--- config.mk ---
export PLATFORM = sky130hd
export DESIGN_NAME = dtm_dmi_ctrl
export DESIGN_NICKNAME = d
export VERILOG_FILES = /design/src/rtl/dtm_dmi_ctrl.sv
export SDC_FILE = /design/constraint.sdc
export NUM_CORES = 1
export LEC_CHECK = 0
export CAP_MARGIN = 30
export CORE_ASPECT_RATIO = 0.5
export CORE_MARGIN = 5
export CORE_UTILIZATION = 25
export DETAILED_ROUTE_END_ITERATION = 10
export MAX_ROUTING_LAYER = met4
export PLACE_DENSITY = 0.67
export SYNTH_ARGS = -nofsm -noshare
export SYNTH_HDL_FRONTEND = slang
export SYNTH_SLANG_ARGS = --single-unit
--- constraint.sdc ---
create_clock -name tclk -period 2.4 [get_ports tclk]
set_input_delay 0.48 -clock tclk [delete_from_list [all_inputs] [get_ports tclk]]
set_output_delay 0.48 -clock tclk [all_outputs]
set_load 0.005 [all_outputs]
--- src/rtl/dtm_dmi_ctrl.sv ---
// JTAG DTM DMI sequencer: turns DMI scans into one outstanding DM request and returns the result at CAPTURE_DR.
// Owns dtmcs (sticky dmistat, dmireset, dmihardreset); everything runs in the tclk domain.
module dtm_dmi_ctrl #(
  parameter int ABITS     = 7,
  parameter int IDLE_HINT = 5,
  parameter int VERSION   = 1
) (
  input  logic             tclk,
  input  logic             trst,
  input  logic             cap_dmi,
  input  logic             upd_dmi,
  input  logic [ABITS+33:0] dmi_shift_in,
  output logic [ABITS+33:0] dmi_cap_out,
  input  logic             upd_dtmcs,
  input  logic [31:0]      dtmcs_shift_in,
  output logic [31:0]      dtmcs_cap_out,
  output logic             req_valid,
  input  logic             req_ready,
  output logic [ABITS-1:0] req_addr,
  output logic [31:0]      req_data,
  output logic [1:0]       req_op,
  input  logic             rsp_valid,
  output logic             rsp_ready,
  input  logic [31:0]      rsp_data,
  input  logic [1:0]       rsp_op
);

  localparam logic [2:0] LP_IDLE_HINT = 3'(IDLE_HINT);
  localparam logic [5:0] LP_ABITS     = 6'(ABITS);
  localparam logic [3:0] LP_VERSION   = 4'(VERSION);

  typedef enum logic [1:0] {
    S_IDLE = 2'd0,
    S_REQ  = 2'd1,
    S_RSP  = 2'd2
  } state_t;

  state_t           r_state;
  state_t           w_state_nxt;
  logic [1:0]       r_sticky;
  logic [1:0]       w_sticky_nxt;
  logic             r_abort;
  logic [ABITS-1:0] r_addr;
  logic [31:0]      r_data;
  logic [1:0]       r_op;

  logic       w_upd_rw;
  logic       w_busy;
  logic       w_start;
  logic       w_rsp_done;
  logic       w_rsp_keep;
  logic       w_rsp_err;
  logic       w_dmireset;
  logic       w_hardreset;
  logic [1:0] w_status;
  logic       w_unused;

  assign w_upd_rw    = upd_dmi && (dmi_shift_in[1:0] == 2'd1 || dmi_shift_in[1:0] == 2'd2);
  assign w_busy      = (r_state != S_IDLE);
  assign w_start     = w_upd_rw && !w_busy && (r_sticky == 2'd0);
  assign w_rsp_done  = (r_state == S_RSP) && rsp_valid;
  assign w_dmireset  = upd_dtmcs && dtmcs_shift_in[16];
  assign w_hardreset = upd_dtmcs && dtmcs_shift_in[17];
  // A hard reset landing on the completion edge also drops that response.
  assign w_rsp_keep  = w_rsp_done && !r_abort && !w_hardreset;
  assign w_rsp_err   = (rsp_op == 2'd2) || (rsp_op == 2'd3);
  assign w_unused    = ^{dtmcs_shift_in[31:18], dtmcs_shift_in[15:0]};

  always_comb begin
    w_state_nxt  = r_state;
    w_sticky_nxt = r_sticky;
    req_valid    = 1'b0;
    rsp_ready    = 1'b0;
    case (r_state)
      S_IDLE: if (w_start) w_state_nxt = S_REQ;
      S_REQ: begin
        req_valid = 1'b1;
        if (req_ready) w_state_nxt = S_RSP;
      end
      S_RSP: begin
        rsp_ready = 1'b1;
        if (rsp_valid) w_state_nxt = S_IDLE;
      end
      default: w_state_nxt = S_IDLE;
    endcase
    // First error wins; busy from a capture outranks a failing response on the same edge.
    if (w_dmireset || w_hardreset) begin
      w_sticky_nxt = 2'd0;
    end else if (r_sticky == 2'd0) begin
      if ((cap_dmi || w_upd_rw) && w_busy) begin
        w_sticky_nxt = 2'd3;
      end else if (w_rsp_keep && w_rsp_err) begin
        w_sticky_nxt = 2'd2;
      end
    end
  end

  always_ff @(posedge tclk or negedge trst) begin
    if (!trst) begin
      r_state  <= S_IDLE;
      r_sticky <= 2'd0;
      r_abort  <= 1'b0;
      r_addr   <= '0;
      r_data   <= '0;
      r_op     <= 2'd0;
    end else begin
      r_state  <= w_state_nxt;
      r_sticky <= w_sticky_nxt;
      if (w_rsp_done) begin
        r_abort <= 1'b0;
      end else if (w_hardreset && w_busy) begin
        r_abort <= 1'b1;
      end
      if (w_start) begin
        r_addr <= dmi_shift_in[ABITS+33:34];
        r_data <= dmi_shift_in[33:2];
        r_op   <= dmi_shift_in[1:0];
      end else if (w_rsp_keep && r_op == 2'd1 && rsp_op == 2'd0) begin
        r_data <= rsp_data;
      end
    end
  end

  assign w_status      = (r_sticky != 2'd0) ? r_sticky : (w_busy ? 2'd3 : 2'd0);
  assign dmi_cap_out   = {r_addr, r_data, w_status};
  assign dtmcs_cap_out = {14'b0, 1'b0, 1'b0, 1'b0, LP_IDLE_HINT, r_sticky, LP_ABITS, LP_VERSION};
  assign req_addr      = r_addr;
  assign req_data      = r_data;
  assign req_op        = r_op;

endmodule

-- Word-level counts from Yosys, hierarchy flattened
Cells that the tools add are included.
- flip-flop bits (word level): 46
- bits of input ports: 114
- word-level logic and storage cells: 63
- output and inout port bits: 116
- equality and inequality tests: 10
- multiplexer cells: 16
- reductions and logical operators: 31
- operators by type and width (kind ; count):
    $mux W32 ; 2
    $mux W2 ; 9
    $logic_and A1 B1 Y1 ; 13
    $reduce_bool A2 Y1 ; 5
    $eq A2 B2 Y1 const B ; 4
    $eq A2 B1 Y1 const B ; 3
    $logic_not A2 Y1 ; 3
    $ne A2 B2 Y1 const B ; 3
    $pmux W2 S3 ; 1
    $logic_or A1 B1 Y1 ; 4
    $mux W1 ; 4
    $logic_not A1 Y1 ; 3
    $reduce_and A3 Y1 ; 1
    $reduce_bool A3 Y1 ; 1
    $reduce_and A2 Y1 ; 1

-- Longest topological paths before layout
Gate-level depths: netlist of the first run.
- depth after elaboration: 9
- mapped depth: 6
- depth with buffers taken out: 4

-- Worst setup path after synthesis of the first run
Ideal clock, no wire load.
- path type: input port to flip-flop
- start: input rsp_op[1]
- end: register r_data[10] (netlist: req_data[10])
- data required time: 2318 ps
- setup slack: 945 ps
- stages on the path: 6
- setup time: 82 ps
- arrival: 1373 ps
- path buffers: 2
- cells stage by stage: nor4b_2 -> and4_1 -> buf_4 -> buf_6 -> nand2_1 -> a31oi_1
- cells in the longest elaborated chain, start to end: 3
- ends and longest elaborated chain (item ; line ; RTL):
    start: declaration ; 25 ; input logic [1:0] rsp_op
    $logic_not A2 Y1 ; 118 ; end else if (w_rsp_keep && r_op == 2'd1 && rsp_op == 2'd0) begin
    $logic_and A1 B1 Y1 ; 118 ;
    $reduce_bool A2 Y1 (no line) ; n/a ;
    end signal: assignment ; 116 ; r_data <= dmi_shift_in[33:2];
    end signal: assignment ; 119 ; r_data <= rsp_data;
    end: declaration ; 44 ; logic [31:0] r_data;
No other way between the ends.
A chain may end at the register's enable or synchronous reset.

-- Final worst setup path of the first run
- start: register r_sticky[1]
- end: output dmi_cap_out[1]
- cells in the longest elaborated chain, start to end: 2
- ends and longest elaborated chain (item ; line ; RTL):
    start: declaration ; 40 ; logic [1:0] r_sticky;
    start signal: assignment ; 108 ; r_sticky <= w_sticky_nxt;
    $reduce_bool A2 Y1 ; 124 ; assign w_status = (r_sticky != 2'd0) ? r_sticky : (w_busy ? 2'd3 : 2'd0);
    $mux W2 (*) ; 124 ;
    end: declaration ; 13 ; output logic [ABITS+33:0] dmi_cap_out,
Every way passes the cells marked *; elsewhere a longest branch is shown, timed or not.

==> results summary, run 1 <==
Measured along the x axis, the die boundary spans 154.1 µm. The nature of the critical path endpoint is an output pin. The clock skew came out at about 0.0058 ns. The clock-pin transition on the worst setup and hold timing paths came out at approximately 0.07 ns. The peak supply drop came out at roughly 0.00035 V. The fraction of registers with async set or reset after synthesis came out at 100.0%. After detailed routing, the total wire length is just over 8000 µm. For this run, the total global-route usage over all layers was measured as around 12%. The placement-stage cell area came out at 4015 µm².

Dividing the detail-routed wire length by the instance count gives roughly 15 µm. The max-cap check violation count came out at 0. The instance count after placement with tap cells included is approximately 560. The per-instance average area after synthesis is about 9 µm². The weighted congestion at the end of routability-driven global placement came out at about 0.74.

The number of buffers inserted by hold repair at cts came out at 0. The overall via count from detail_route came out at 2,295. The share of synthesized area in the top cell type comes to around 44%. Data on the critical path is required at its endpoint by roughly 1.9 ns.

At the later pin of the worst-skew pair, clock insertion delay measures between 0.2 and 0.3 ns. Among all cell types in the netlist, the one instantiated most often is buf_4. The total number of placement rows came out at 26. The share of layout cells above drive strength 1 is under 10%.

The synthesized netlist devotes around a tenth of its cell area to compound gates. TritonCTS built the clock tree. The post-synthesis cell area is ~2600 µm². For this run, the leading register cell type out of synthesis is dfrtp_1. The total of fill cells in the finished design came out at approximately 1,000. In the routed design, unresolved DRC markers number 0.

The leakage power total is 1.775 nW. The starting density of the core is about a quarter. Of all cell types, the one taking the most synthesized area is dfrtp_1.

The part of the cycle the worst path needs came out at 86.92%. Relative to the synthesized area, the layout overhead comes to 60.87%. Headroom to the max-slew limit came out at about three fifths. The first global-routing pass estimated around 12,000 µm of wire. The share of synthesized cell area in and, or, nand and nor gates came out at between 15 and 20%.

The count of instances resized after the clock tree is built is 0. The floorplan step set the die height to 82.06 µm. The number of endpoints with negative hold slack in the final report came to 0. The highest fanout seen on the critical path came out at 4.

Setup repair after global routing left no endpoint under its margin. The xor and xnor fraction of the mapped netlist area is 0.3373%. After synthesis, the largest family of logic cells by area is buffers and inverters.

The repair_antennas step left the layout with diodes totalling 0. The die covers 12,650 µm². The area of all placed cells without fillers came out at 4177 µm². The number of nets with antenna violations after routing came out at 0. The half-perimeter wire length after placement is approximately 6300 µm.

The count of final setup violators is 0. The post-layout instance count excluding filler cells came out at between 500 and 600. The critical path data arrival time is approximately 1.6 ns.

The final hold slack came out at roughly 0.29 ns. In this run, synthesis produced a sequential element count of 46. The top-level I/O count came out at between 200 and 250. The maximum achievable frequency came out at 0.4794 GHz. In the post-synthesis netlist, the biggest area contributors are dfrtp_1 44%, buf_4 20%, nand2_1 9.5%, a31oi_1 8.0%, nor2_1 5.2%. The largest net degree at the start of global routing came out at 76. The number of synthesized flops with an enable pin is 0. The number of buffers added for setup after CTS is 0. The core region is 10,180 µm². The total of buffers placed on input and output ports is ~170. The via count of the first global-routing pass is ~2,200. The number of clock sinks is between 40 and 50.

The Yosys step of the flow raised 0 warnings. In the routed layout, each cell is associated on average with a via count of approximately 4.1. The number of pins with negative max-slew slack in the final report was 0. The slew at the pin closest to its max-slew limit came out at ~0.6 ns. The sequential share of the synthesized area came out at 44.34%. Summing the areas of all fa, ha and maj instances in the mapped netlist gives 0% of the synthesized area. STA classifies the critical path startpoint as a flop.

The clock tree synthesis step divided the H-tree into 2 levels. The number of antenna violations at the first check in global routing came to 0. The mux cell area share after synthesis is roughly 3.5%.

The run finished with clean final reports. The first routing iteration left about 100 violations. For the final routed database, the setup TNS stands at 0 ns. In this run the worst hold path is classified as input port to asynchronous set/reset pin. The count of unique library cells instantiated by Yosys is 24. The worst setup path is of the flop to output pin kind.

The clock period could shrink to between 2 and 2.5 ns. The instance count of the mapped netlist is roughly 300. The worst reg-to-reg setup slack is around 0.84 ns. In this run the power density over the cells is 1104 nW/µm². Ranked by instance count, the synthesized netlist is headed by 70 x buf_4, 66 x nand2_1, 46 x dfrtp_1. The maximum buffer depth of the clock tree came out at 2. The final net count is approximately 540. The total congestion overflow came out at 0. The number of search-and-repair iterations in the first detailed-routing pass is 4. The cell chosen for the clock root is clkbuf_16. Cells fill 41.02% of the core in the end. Clock tree synthesis inserted a total of 5 buffers.
[cell usage in the layout, fill, tap and decap left out, types with 2 or more instances in the layout]
master,synthesis,final
clkbuf_16,0,5
nand2b_1,4,4
nand2_1,66,66
buf_4,70,3
conb_1,2,30
nor2_1,36,36
mux2_2,8,8
dfrtp_1,46,46
buf_12,0,2
o21ai_0,4,4
clkbuf_8,0,2
a31oi_1,33,33
nand4_1,2,2
clkdlybuf4s50_1,0,168
a21oi_1,2,2
[critical path, cell delays in order (launching register included)]
cell             delay [ns]
dfrtp_1                0.41
nor2_1                 0.14
o21ai_0                0.16
nand2b_1               0.11
clkdlybuf4s50_1        0.50
[final timing paths]
check                      cells after the start         from             end
max                                            4  r_sticky[1]  dmi_cap_out[1]
min                                            2         trst    req_data[18]
max reg2reg                                    5    req_op[1]    req_data[25]
min reg2reg                                    2    req_op[0]       req_op[0]
max in group asynchronous                      2         trst     req_data[2]
min in group tclk                              2    req_op[0]       req_op[0]
[kinds of logic (layout without fill, tap and decap cells)]
logic type,count (synthesis),count (layout)
other cells,2,30
flops,46,46
simple gates,113,113
compound gates,42,42
mux,8,8
buf+inv,85,183
xor+xnor,1,1
[area by class of cell]
class,count,area (µm²),area share (%)
flip-flops and latches,46,1151,27.56
clock inverters,1,8.758,0.2097
inverters,1,3.754,0.08987
clock buffers,7,152.6,3.655
multi-input cells,194,935.9,22.41
well taps,140,175.2,4.194
repair buffers,174,1749,41.88
[where the power goes]
| part | internal, W | switching (W) |
|---|---|---|
| combinational | 0.00160 | 0.000774 |
| sequential | 0.00116 | 0.000337 |
| clock | 0.000445 | 0.000290 |
[metrics by stage]
step | setup slack, ns | power, W
floorplan | 0.9453 | 0.002606
global placement | 0.3047 | 0.003886
detailed placement | 0.2935 | 0.003937
CTS | 0.3173 | 0.004695
global route | 0.2188 | 0.004935
finish | 0.3140 | 0.004609
[layer usage]
layer | vias up | track usage (%) | part of all wire, %
li1 | 1122 | - | -
met5 | - | - | 0
met3 | 12 | 2.474 | 3.3
met2 | 51 | 23.35 | 59
met4 | 0 | 3.700 | 1.9
met1 | 1110 | 12.66 | 35
[registers in the layout, indices dropped and copies added, names as in the netlist]
name / cells
r_abort: 1
r_sticky: 2
req_data: 32
req_op: 2
r_state: 2
req_addr: 7
No activity file was read; power rests on OpenSTA's default activity.
==> inputs of run 2 (changes only) <==
CORE_UTILIZATION = 32   (was 25)
PLACE_DENSITY = 0.82   (was 0.67)
clock period = 2 ns   (was 2.4 ns; I/O delays follow)
==> run 2 against run 1 <==
  * Clock power is 30% higher
  * First-iteration DRC count is 3.0% lower
  * Combinational power is 26% higher
  * Highest routed layer unchanged
  * Worst hold slack worse by 0.22 ns
  * Largest cell class unchanged
  * Final area is 2.3% higher
  * Via count is 2.9% higher
  * Die area is 20% lower
==> results summary, run 2 (synthesis gave the netlist of run 1 again) <==
Outcome: complete, no violations (unchanged). The critical path data arrival time was 1.51 ns (was 1.61 ns). The nature of the critical path endpoint is an output pin (unchanged). The vertical die dimension came out at 73.69 µm (was 82.06 µm). The final wirelength was 8325 µm (was 8167 µm).

The capture point of the worst reg-to-reg path is req_data[10] (was req_data[25]). The slew at the pin closest to its max-slew limit was 0.5008 ns (was 0.6029 ns). The peak supply drop is 0.0004756 V (was 0.0003468 V). The CTS tree is yes (unchanged). The clock-pin transition on the worst setup and hold timing paths is 0.07 ns (about the same).

The max-slew headroom at the worst pin is 66.61% (was 59.80%). The critical path capture point is dmi_cap_out[0] (was dmi_cap_out[1]). The number of buffers created by CTS is 5 (unchanged). The placement-stage cell area is 4088 µm² (was 4015 µm²). The most common library cell in the layout ignoring fill and taps is clkdlybuf4s50_1 (unchanged). The routed wirelength normalized by instance count came out at 15.22 µm (was 14.51 µm). The number of clock sinks is 46 (unchanged). The max-cap check violation count is 0 (unchanged). The maximum buffer depth of the clock tree came out at 2 (unchanged).

The total congestion overflow was 0 (unchanged). The instance count after placement with tap cells included was 538 (was 555). The placeable core region is 7943 µm² (was 10,180 µm²). The total of buffers placed on input and output ports came out at 169 (unchanged). The detailed router's first-iteration violation count is 98 (was 101). The worst setup path startpoint was r_sticky[1] (unchanged). The class of the most critical setup path is flop to output pin (unchanged).

The number of endpoints with negative hold slack in the final report came out at 0 (unchanged). The weighted congestion at the end of routability-driven global placement came out at 0.8005 (was 0.7436). Most frequent cells in the layout: 168 x clkdlybuf4s50_1, 66 x nand2_1, 46 x dfrtp_1 (unchanged). The leakage power total was 1.839 nW (was 1.775 nW). The first-pass GRT wire length is 12,390 µm (was 11,740 µm). The number of search-and-repair iterations in the first detailed-routing pass is 4 (unchanged). The overall via count from detail_route came out at 2,361 (was 2,295). The number of pins with negative max-slew slack in the final report is 0 (unchanged). The post-layout instance count excluding filler cells came out at 547 (was 563). The area of all placed cells without fillers came out at 4272 µm² (was 4177 µm²). The cell chosen for the clock root is clkbuf_16 (unchanged). The number of antenna violations at the first check in global routing came out at 0 (unchanged).

The signed area change from the synthesized netlist to the final layout came to 64.53% (was 60.87%). The half-perimeter wire length after placement came out at 6678 µm (was 6277 µm). The ratio of total power to cell area is 1351 nW/µm² (was 1104 nW/µm²). The total number of placement rows came out at 23 (was 26).

The final net count is 548 (was 536). The number of antenna repair diodes was 0 (unchanged). The number of buffers inserted by hold repair at cts came out at 0 (unchanged). The number of flip-flops in the largest register came to 32 (unchanged).

The largest net degree at the start of global routing came out at 25 (was 76). The worst reg-to-reg setup slack came out at 0.32 ns (was 0.84 ns). The clock latency on the worst-skew pair is 0.29 ns (was 0.28 ns).

The count of final setup violators came out at 0 (unchanged). After layout, the worst path uses 95.67% of the clock period. The worst reg-to-reg path cell count is 5 (unchanged). The required arrival time at the worst endpoint is 1.60 ns (was 1.92 ns). The per-cell via count in the routed design came out at 4.316 (was 4.076).

The smallest clock period supported by the final layout is computed as 1.913 ns. The reg-to-reg critical path startpoint was req_op[1] (unchanged). Unrepaired setup endpoints after global routing: no (unchanged). The type of the most critical hold path is input port to asynchronous set/reset pin (unchanged). The total track usage came out at 16.09% (was 12.08%).

The element type at the critical path start was a flop (unchanged). The via count of the first global-routing pass is 2,397 (was 2,220). The deepest level of the CTS H-tree is 2 (unchanged). The highest fanout seen on the critical path came out at 4 (unchanged). The number of nets with antenna violations after routing is 0 (unchanged).

The DRC violation count after routing was 0 (unchanged). The chip width came out at 137.4 µm (was 154.1 µm). The share of layout cells above drive strength 1 is 8.506% (was 5.437%). The starting density of the core is 32.69% (was 25.50%).

Derived from the worst setup path, the maximum achievable clock frequency is roughly 0.52 GHz. The die area came out at 10,120 µm² (was 12,650 µm²). The top-level I/O count came out at 230 (unchanged). The clock skew is 0.007492 ns (was 0.005828 ns).
==> run 2: cell count changes in the layout (fill, tap and decap cells not counted) <==
cell,before,now
nor2_2,0,1
o21ai_0,4,3
buf_12,2,4
nor2_1,36,35
o21ai_2,0,1
buf_4,3,13
bufinv_16,0,1
clkinvlp_4,0,2
clkinv_4,1,0
clkbuf_8,2,0
==> run 2: report_power, final <==
part           leakage, nW  internal, W  switching (W)  total, W
clock               0.0760     0.000590       0.000365  0.000955
combinational         1.24      0.00203       0.000989   0.00301
sequential           0.526      0.00139       0.000411   0.00180
total                 1.84      0.00401        0.00177   0.00577
==> run 2: repair_timing <==
action,CTS,global route
endpoints found under the setup margin,0,2
buffers inserted,0,1
resized for setup,0,3
==> run 2: final cells by class <==
type | count | area, µm²
clock buffers | 5 | 125.1
clock inverters | 3 | 45.04
fillers | 698 | 3671
inverters | 1 | 3.754
multi-input cells | 194 | 942.2
flip-flops and latches | 46 | 1151
well taps | 112 | 140.1
repair buffers | 186 | 1864
==> run 2: worst min-delay path by stage <==
stage | cells after the start | slack [ns] | endpoint | from
2_1_floorplan | 0 | 0.10 | r_abort | trst
3_3_place_gp | 1 | 0.38 | req_addr[0] | trst
4_1_cts | 1 | 0.09 | req_addr[0] | trst
3_5_place_dp | 1 | 0.40 | req_addr[0] | trst
5_1_grt | 1 | 0.11 | req_data[21] | trst
6_report | 1 | 0.07 | req_data[21] | trst
==> run 2: worst max-delay path: stages, from the launching register on <==
cell and delay (ns):
dfrtp_1 0.42, nor2_2 0.16, o21ai_2 0.09, nand2b_1 0.07
clkdlybuf4s50_1 0.50
==> run 2: metal layers <==
metal / wire [µm] / global-route usage, %
met5: 0 / -
met4: 131 / 4.757
met3: 243 / 2.189
met2: 4949 / 31.48
met1: 3000 / 16.97
==> run 2: stage by stage <==
stage | setup WS [ns] | TNS (ns) | total power (W) | hold slack, ns | utilization, %
2_1_floorplan | 0.6077 | 0 | 0.003127 | 0.1044 | -
3_3_place_gp | -0.02186 | -0.1101 | 0.004742 | 0.3814 | 51.47
3_5_place_dp | -0.04970 | -0.2622 | 0.004833 | 0.3963 | 51.47
4_1_cts | 0.004913 | 0 | 0.005806 | 0.09134 | 53.61
5_1_grt | 0.01063 | 0 | 0.006134 | 0.1099 | 53.78
6_report | 0.08662 | 0 | 0.005771 | 0.07329 | 53.78
